<file path="config.mk">
export PLATFORM = sky130hd
export DESIGN_NAME = wave_key_ctrl
export DESIGN_NICKNAME = d
export VERILOG_FILES = /design/src/rtl/wave_key_ctrl.sv
export SDC_FILE = /design/constraint.sdc
export NUM_CORES = 1
export LEC_CHECK = 0
export BUFFER_PORTS_ARGS = -buffer_cell sky130_fd_sc_hd__clkbuf_2
export CAP_MARGIN = 20
export CORE_ASPECT_RATIO = 0.5
export CORE_MARGIN = 4
export CORE_UTILIZATION = 35
export CTS_BUF_LIST = sky130_fd_sc_hd__clkbuf_2
export DETAILED_ROUTE_END_ITERATION = 8
export GPL_ROUTABILITY_DRIVEN = 0
export PLACE_DENSITY_LB_ADDON = 0.12
export SETUP_SLACK_MARGIN = 0.15
export SLEW_MARGIN = 20
export SYNTH_ARGS = -nofsm -noshare
export SYNTH_HDL_FRONTEND = slang
export SYNTH_SLANG_ARGS = --single-unit
</file>
<file path="constraint.sdc">
create_clock -name clk -period 5.2 [get_ports clk]
set_input_delay 0.78 -clock clk [delete_from_list [all_inputs] [get_ports clk]]
set_output_delay 0.78 -clock clk [all_outputs]
set_load 0.005 [all_outputs]
</file>
<file path="src/rtl/wave_key_ctrl.sv">
// Front-panel key controller: four debounced buttons step the waveform type,
// DDS tuning word and amplitude. Optional hold-to-repeat on the frequency keys: AUTOREPEAT_EN.

module wave_key_debounce #(
    parameter int DEBOUNCE_CYC = 20,
    parameter bit REPEAT       = 1'b0,
    parameter int HOLD_CYC     = 100,
    parameter int REPEAT_CYC   = 25
) (
    input  logic clk,
    input  logic rst_n,
    input  logic key_raw,
    output logic press
);
    // state        | meaning
    // RELEASED     | key up and stable
    // PRESS_WAIT   | key seen low, qualifying the press
    // PRESSED      | key down and stable (press already reported)
    // RELEASE_WAIT | key seen high, qualifying the release
    localparam logic [1:0] ST_RELEASED     = 2'd0;
    localparam logic [1:0] ST_PRESS_WAIT   = 2'd1;
    localparam logic [1:0] ST_PRESSED      = 2'd2;
    localparam logic [1:0] ST_RELEASE_WAIT = 2'd3;

    localparam int CNT_W = $clog2(DEBOUNCE_CYC);
    // The sample that moves us into a wait state already counts as the first stable one.
    localparam logic [CNT_W-1:0] CNT_LOAD = CNT_W'(DEBOUNCE_CYC - 2);

    logic             sync_1, sync_2;
    logic [1:0]       state, state_nxt;
    logic [CNT_W-1:0] cnt, cnt_nxt;
    logic             qual;
    logic             rep_fire;

    always_ff @(posedge clk) begin
        if (!rst_n) begin
            sync_1 <= 1'b1;
            sync_2 <= 1'b1;
        end else begin
            sync_1 <= key_raw;
            sync_2 <= sync_1;
        end
    end

    always_comb begin
        state_nxt = state;
        cnt_nxt   = cnt;
        qual      = 1'b0;
        case (state)
            ST_RELEASED: begin
                if (!sync_2) begin
                    state_nxt = ST_PRESS_WAIT;
                    cnt_nxt   = CNT_LOAD;
                end
            end
            ST_PRESS_WAIT: begin
                if (sync_2) begin
                    state_nxt = ST_RELEASED;
                    cnt_nxt   = '0;
                end else if (cnt == '0) begin
                    state_nxt = ST_PRESSED;
                    qual      = 1'b1;
                end else begin
                    cnt_nxt = cnt - 1'b1;
                end
            end
            ST_PRESSED: begin
                if (sync_2) begin
                    state_nxt = ST_RELEASE_WAIT;
                    cnt_nxt   = CNT_LOAD;
                end
            end
            ST_RELEASE_WAIT: begin
                if (!sync_2) begin
                    state_nxt = ST_PRESSED;
                    cnt_nxt   = '0;
                end else if (cnt == '0) begin
                    state_nxt = ST_RELEASED;
                end else begin
                    cnt_nxt = cnt - 1'b1;
                end
            end
            default: begin
                state_nxt = ST_RELEASED;
                cnt_nxt   = '0;
            end
        endcase
    end

`ifdef AUTOREPEAT_EN
    generate
        if (REPEAT) begin : g_repeat
            localparam int HOLD_MAX = (HOLD_CYC > REPEAT_CYC) ? HOLD_CYC : REPEAT_CYC;
            localparam int HOLD_W   = $clog2(HOLD_MAX + 1);
            localparam logic [HOLD_W-1:0] HOLD_LOAD = HOLD_W'(HOLD_CYC - 1);
            localparam logic [HOLD_W-1:0] REP_LOAD  = HOLD_W'(REPEAT_CYC - 1);

            logic [HOLD_W-1:0] hold_cnt;

            always_ff @(posedge clk) begin
                if (!rst_n) begin
                    hold_cnt <= HOLD_LOAD;
                end else if (state != ST_PRESSED) begin
                    hold_cnt <= HOLD_LOAD;
                end else if (!sync_2) begin
                    hold_cnt <= (hold_cnt == '0) ? REP_LOAD : hold_cnt - 1'b1;
                end
            end

            assign rep_fire = (state == ST_PRESSED) && !sync_2 && (hold_cnt == '0);
        end else begin : g_no_repeat
            assign rep_fire = 1'b0;
        end
    endgenerate
`else
    assign rep_fire = 1'b0;
`endif

    always_ff @(posedge clk) begin
        if (!rst_n) begin
            state <= ST_RELEASED;
            cnt   <= '0;
            press <= 1'b0;
        end else begin
            state <= state_nxt;
            cnt   <= cnt_nxt;
            press <= qual | rep_fire;
        end
    end
endmodule

module wave_key_ctrl #(
    parameter int              DEBOUNCE_CYC = 20,
    parameter int              FW_W         = 32,
    parameter logic [FW_W-1:0] FSTEP        = FW_W'(4295),
    parameter logic [FW_W-1:0] FMIN         = FW_W'(4295),
    parameter logic [FW_W-1:0] FMAX         = FW_W'(429496730),
    parameter logic [FW_W-1:0] FRESET       = FW_W'(42950),
    parameter int              AMP_W        = 8,
    parameter int              HOLD_CYC     = 100,
    parameter int              REPEAT_CYC   = 25
) (
    input  logic             clk,
    input  logic             rst_n,
    input  logic [3:0]       key,
    output logic [1:0]       wave_sel,
    output logic [FW_W-1:0]  freq_word,
    output logic [AMP_W-1:0] amp,
    output logic             cfg_upd
);
    localparam logic [AMP_W-1:0] AMP_MAX = {AMP_W{1'b1}};

    logic [3:0]       press;
    logic [1:0]       amp_lvl, amp_lvl_nxt;
    logic [1:0]       wave_nxt;
    logic [FW_W-1:0]  freq_nxt;
    logic [AMP_W-1:0] amp_nxt;
    logic [FW_W:0]    fw_up, fw_floor;
    logic             upd_nxt;

    generate
        for (genvar i = 0; i < 4; i++) begin : g_key
            wave_key_debounce #(
                .DEBOUNCE_CYC (DEBOUNCE_CYC),
                .REPEAT       (i == 1 || i == 2),
                .HOLD_CYC     (HOLD_CYC),
                .REPEAT_CYC   (REPEAT_CYC)
            ) u_deb (
                .clk     (clk),
                .rst_n   (rst_n),
                .key_raw (key[i]),
                .press   (press[i])
            );
        end
    endgenerate

    assign amp = AMP_MAX >> amp_lvl;

    always_comb begin
        wave_nxt    = press[0] ? wave_sel + 2'd1 : wave_sel;
        amp_lvl_nxt = press[3] ? amp_lvl + 2'd1 : amp_lvl;
        amp_nxt     = AMP_MAX >> amp_lvl_nxt;
        // One extra bit keeps both the raised word and the lower threshold from wrapping.
        fw_up    = {1'b0, freq_word} + {1'b0, FSTEP};
        fw_floor = {1'b0, FMIN} + {1'b0, FSTEP};
        freq_nxt = freq_word;
        if (press[1] && !press[2]) begin
            freq_nxt = (fw_up > {1'b0, FMAX}) ? FMAX : fw_up[FW_W-1:0];
        end else if (press[2] && !press[1]) begin
            freq_nxt = ({1'b0, freq_word} >= fw_floor) ? freq_word - FSTEP : FMIN;
        end
        upd_nxt = (wave_nxt != wave_sel) || (freq_nxt != freq_word) || (amp_nxt != amp);
    end

    always_ff @(posedge clk) begin
        if (!rst_n) begin
            wave_sel  <= 2'd0;
            freq_word <= FRESET;
            amp_lvl   <= 2'd0;
            cfg_upd   <= 1'b0;
        end else begin
            wave_sel  <= wave_nxt;
            freq_word <= freq_nxt;
            amp_lvl   <= amp_lvl_nxt;
            cfg_upd   <= upd_nxt;
        end
    end
endmodule

</file>
# == Word level (Yosys, flattened, before mapping) ==
# Cells that the tools add are included.
# totals
reg_bits,77
latchBits,0
ram_bits,0
romBits,0
input_bits,6
out_inout_bits,43
word_cells,160
mem_count,0
# classes
add_sub_neg,8
n_mul,0
div,0
order_cmp,2
n_eq_ne,31
n_shift,2
n_mux,62
bitwise_logic,5
reduce_logical,26
# ops
op,count
$mux 32,4
$mux 5,20
$pmux 5 s4,4
$mux 2,26
$add 32x13->33 const B,1
$gt 33x29->1 const B,1
$ge 32x14->1 const B,1
$ne 32x32->1,1
$pmux 2 s4,4
$sub 32x13->32 const B,1
$logic_not 5->1,4
$sub 5x1->5 const B,4
$eq 2x2->1 const B,8
$reduce_and 4->1,4
$shr 8x2->8 const A,2
$ne 3x1->1 const B,4
$ne 3x3->1 const B,4
$reduce_or 3->1,4
$eq 2x1->1 const B,4
$logic_not 2->1,4
$ne 2x1->1 const B,4
$ne 2x2->1 const B,4
$ne 8x8->1,1
$reduce_and 2->1,4
other kinds (7),18

# == Logic depth before layout (Yosys ltp) ==
# logic_depth
word_depth,7
ltp_mapped,17
depth_no_buf,13

# == Hierarchy ==
# Synthesis repeated with hierarchy kept, for this count alone.
# unflattened
cells_unflattened,855
area_unflattened_um2,6418.7
# modules_own_cells
mod,n_inst,cells_per_inst,area_each_um2,seq_area_each_um2
wave_key_ctrl,1,651,4371.7,740.7
wave_key_debounce,4,51,511.7,200.2

# == Least setup slack after synthesis ==
# Ideal clock, no wire load.
# synth_timing
path_kind,register to register
from,reg freq_word[1]
to,reg cfg_upd
setup_time_ns,0.132
arrival_ns,3.860
t_required_ns,5.068
setup_slack_ns,1.207
stages_incl_launch_ff,16
n_path_buf,2
period_less_slack_ns,3.993
path_cell_list,dfxtp_1 -> clkbuf_1 -> inv_1 -> ha_1 -> nor2b_1 -> clkbuf_1 -> o21ai_1 -> nand4_1 -> xnor2_1 -> nor3_1 -> nand2_2 -> a211oi_2 -> mux2i_1 -> or4_1 -> nor4_2 -> a21oi_1
# synth_between
elab_chain_len,7
elab_cells_between_ends,11
classes_between,2 x add/sub; 2 x order compare; 1 x eq/ne; 4 x mux; 2 x reduce/logical
# synth_rtl
item,line_no,text
from (decl),147,"output logic [FW_W-1:0] freq_word,"
from (signal assigned),203,freq_word <= freq_nxt;
$add 32x13->33 (tied with other cells),184,"fw_up = {1'b0, freq_word} + {1'b0, FSTEP};"
$gt 33x29->1 / $mux 32 (equally long branches),"188, 190",
$mux 32 (on tied branches),"188, 189",
$mux 32,187,if (press[1] && !press[2]) begin
$ne 32x32->1 *,192,upd_nxt = (wave_nxt != wave_sel) || (freq_nxt != freq_word) || (amp_nxt != amp);
$logic_or 1x1->1 * (2 in a row),192,
to (signal assigned),205,cfg_upd <= upd_nxt;
to (decl),149,output logic cfg_upd
# Mark *: on every way between the ends. The rest lies on a longest branch, timed or not.
# A chain may end at the register's enable or synchronous reset.

# == Final worst setup path ==
# layout_timing
from,reg freq_word[0]
to,reg cfg_upd
# Same word-level chain as after synthesis.

==> flow_summary_export.csv <==
group,metric,value,unit
outcome,run_status,"finished with violations",
outcome,violations,"DRC",
setup_path,path_max_fanout,14,
sta,setup-violations-final,0,
sta,finalSetupTns,0,ns
grt,antenna_found_initial,1,
worst_hold_path,hold_end,"g_key[2].u_deb.sync_1",
floorplan,initial_utilization,35.8,%
cts,cts_tree,"built",
cts,insertion_delay,0.67,ns
power,max-vdd-ir-drop,87.0,uV
worst_hold_path,hp-class,"in2reg",
logic_synthesis,ys_types,88,
logic_synthesis,synthCells,939,
setup_path,path_class,"reg2reg",
power,power.density,147,nW/um^2
cts,path_clk_slew,0.32,ns
power,p_leak,0.00262,uW
drt,antenna_left,0,
logic_synthesis,ys.flop_type,"dfxtp_1",
drt,wl_per_cell,23.6,um
grt,grt_max_degree,33,
logic_synthesis,yosysSeqAreaShare,23.3,%
grt,grt_pass1_wl,44100,um
logic_synthesis,synth_area,6620,sq um
logic_synthesis,ys_top_cells_by_area,"dfxtp_1 (23%), nor2_1 (5.5%), o21ai_0 (5.0%)",
logic_synthesis,avgSynthCellArea,7.04,sq um
cts,htreeDepth,3,
power,finalPower,1070,uW
final_layout,nets,984,
sta,relSlewSlack,33.1,%
floorplan,core_area,18500,sq um
final_layout,seqCellArea,1540,sq um
drt,drc,17,
cts,cts_root_buf,"clkbuf_2",
drt,avgViaCountPerCell,6.50,
grt,grt_use_total,26.3,%
sta,tightest_slew,1.00,ns
setup_path,cp-end-kind,"flop",
setup_path,arrival,5.31,ns
final_layout,area_growth,9.95,%
floorplan,io_pins,49,
logic_synthesis,synthTopCellsByCount,"nor2_1 (97), nand2_1 (85), dfxtp_1 (77), o21ai_0 (66), a21oi_1 (64)",
final_layout,nFillCells,2005,
place,port_buffers,43,
logic_synthesis,synth_top_area_share,23.3,%
floorplan,die_w,202,um
logic_synthesis,ys_warn_count,0,
setup_path,r2r_start,"freq_word[0]",
flow_run,maxCapViolCount,0,
grt,grt_pass1_vias,7275,
logic_synthesis,synth-seq-cells,77,
floorplan,rows,35,
sta,clock_skew,0.0669,ns
drt,drtPass1Iterations,9,
cts,clock_path_buffers,2,
sta,min_period,4.80,ns
setup_path,r2r_setup_slack,0.40,ns
place,dp_hpwl,21200,um
logic_synthesis,synth_most_common_cell,"nor2_1",
drt,first_iter_violations,1437,
worst_hold_path,min_from,"key[2]",
sta,slew_viol_final,0,
cts,clock_sinks,77,
sta,grt_setup_unrepaired,"false",
logic_synthesis,synth_largest_area_cell,"dfxtp_1",
setup_path,start_kind,"flop",
grt,grt-ovfl-total,0,
final_layout,multi_input_area,4660,sq um
final_layout,drive_gt1_share,14.1,%
setup_path,r2r-end,"cfg_upd",
floorplan,die_h,105,um
sta,min_period_over_period,92.2,%
worst_hold_path,worstHoldPathCells,2,
setup_path,cp.required,5.72,ns
logic_synthesis,synthArstFlopShare,0,%
drt,wirelength,29100,um
sta,hold_viol_final,0,
logic_synthesis,synth_edf_count,0,
floorplan,die_area,21300,sq um
sta,max_freq,209,MHz
setup_path,r2r_cells,13,
cts,cts_inserted_buffers,9,
drt,vias,8009,
## per-stage QoR
stage | area [sq um] | cells | hold slack [ns] | util, % | worst slack (ns)
2_1_floorplan | 6630 | 943 | 0.386 | - | 1.21
3_3_place_gp | 7140 | 1212 | 0.392 | 38.6 | 0.622
3_5_place_dp | 7140 | 1212 | 0.396 | 38.6 | 0.418
4_1_cts | 7230 | 1228 | 0.325 | 39.1 | 0.301
5_1_grt | 7270 | 1233 | 0.285 | 39.4 | 0.155
6_report | 7270 | 1233 | 0.323 | 39.4 | 0.405
## report_power, final
part | switching (uW) | total [uW] | internal, uW
Sequential | 11.6 | 616 | 604
Combinational | 87.4 | 136 | 48.8
Clock | 253 | 317 | 64.3
## worst max-delay path, cell delays in order (launching register included)
cell	delay, ns
dfxtp_1	0.72
inv_1	0.16
ha_1	0.33
nor2b_1	0.25
nor2_1	0.67
o21ai_0	0.21
a211oi_1	0.42
nor2b_1	0.09
a221o_1	0.43
a211oi_2	0.47
mux2i_1	0.14
or4_1	0.50
nor4_2	0.16
a21oi_1	0.09
## metal layers
metal	vias to the layer above	GRT usage, %	part of all wire, %
met2	655	37.4	39
met5	-	0	0
met4	0	11.5	5.8
met1	3629	35.9	42
li1	3570	-	-
met3	155	9.25	13
## final cells by class
type | count | share of cell area [%]
repair buffers | 87 | 7.50
clock inverters | 6 | 0.533
diodes | 2 | 0.0688
multi-input cells | 763 | 64.1
flip-flops and latches | 77 | 21.2
inverters | 29 | 1.50
clock buffers | 10 | 0.688
well taps | 259 | 4.46
## repair_timing
item,CTS,global route
resized for setup,0,3
endpoints found under the hold margin,0,0
setup buffers,0,3
hold buffers,0,0
setup endpoints to repair,0,8
## worst max-delay path by stage
| stage | start | to | slack (ns) | cells after the start |
|---|---|---|---|---|
| after global placement | freq_word[0] | cfg_upd | 0.62 | 14 |
| after detailed placement | freq_word[0] | cfg_upd | 0.42 | 13 |
| final | freq_word[0] | cfg_upd | 0.40 | 13 |
| after CTS | freq_word[0] | cfg_upd | 0.30 | 13 |
| after global routing | freq_word[0] | cfg_upd | 0.16 | 13 |
| after floorplan | freq_word[1] | cfg_upd | 1.21 | 15 |
## placed cells by master, fill, tap and decap left out, drive strengths merged, types with 5 or more instances in the layout
master,instances
a2111oi,5
a211oi,14
a21boi,8
a21oi,65
a221o,6
a22oi,8
a31oi,20
and2,8
and3,16
buf,44
clkbuf,53
clkinv,6
conb,5
dfxtp,77
ha,11
inv,28
nand2,86
nand2b,16
nand3,27
nand4,13
nor2,99
nor2b,10
nor3,47
nor3b,5
nor4,35
o211a,6
o211ai,11
o21ai,75
o221ai,6
o22ai,19
o31ai,5
or2,5
or3,10
or4,9
xnor2,24
xor2,11
## kinds of logic (layout without fill, tap and decap cells)
family | after synthesis | count (layout) | synth area share (%)
muxes | 7 | 7 | 1.12
other | 1 | 7 | 0.0567
xor gates and xnor gates | 35 | 35 | 4.63
buffers and inverters | 103 | 132 | 6.73
and+or+nand+nor | 401 | 401 | 31.2
AOI/OAI and AO/OA | 304 | 304 | 30.9
adders and majority gates | 11 | 11 | 2.08
DFF | 77 | 77 | 23.3
## state kept, by name, summed over array words and instances, names as in the netlist, named ones only
signal,flops
g_key.u_deb.sync_2,4
wave_sel,2
amp_lvl,2
cfg_upd,1
g_key.u_deb.sync_1,4
freq_word,32
g_key.u_deb.state,4
g_key.u_deb.press,4
g_key.u_deb.cnt,20
Power figures use the tool's default switching activity.
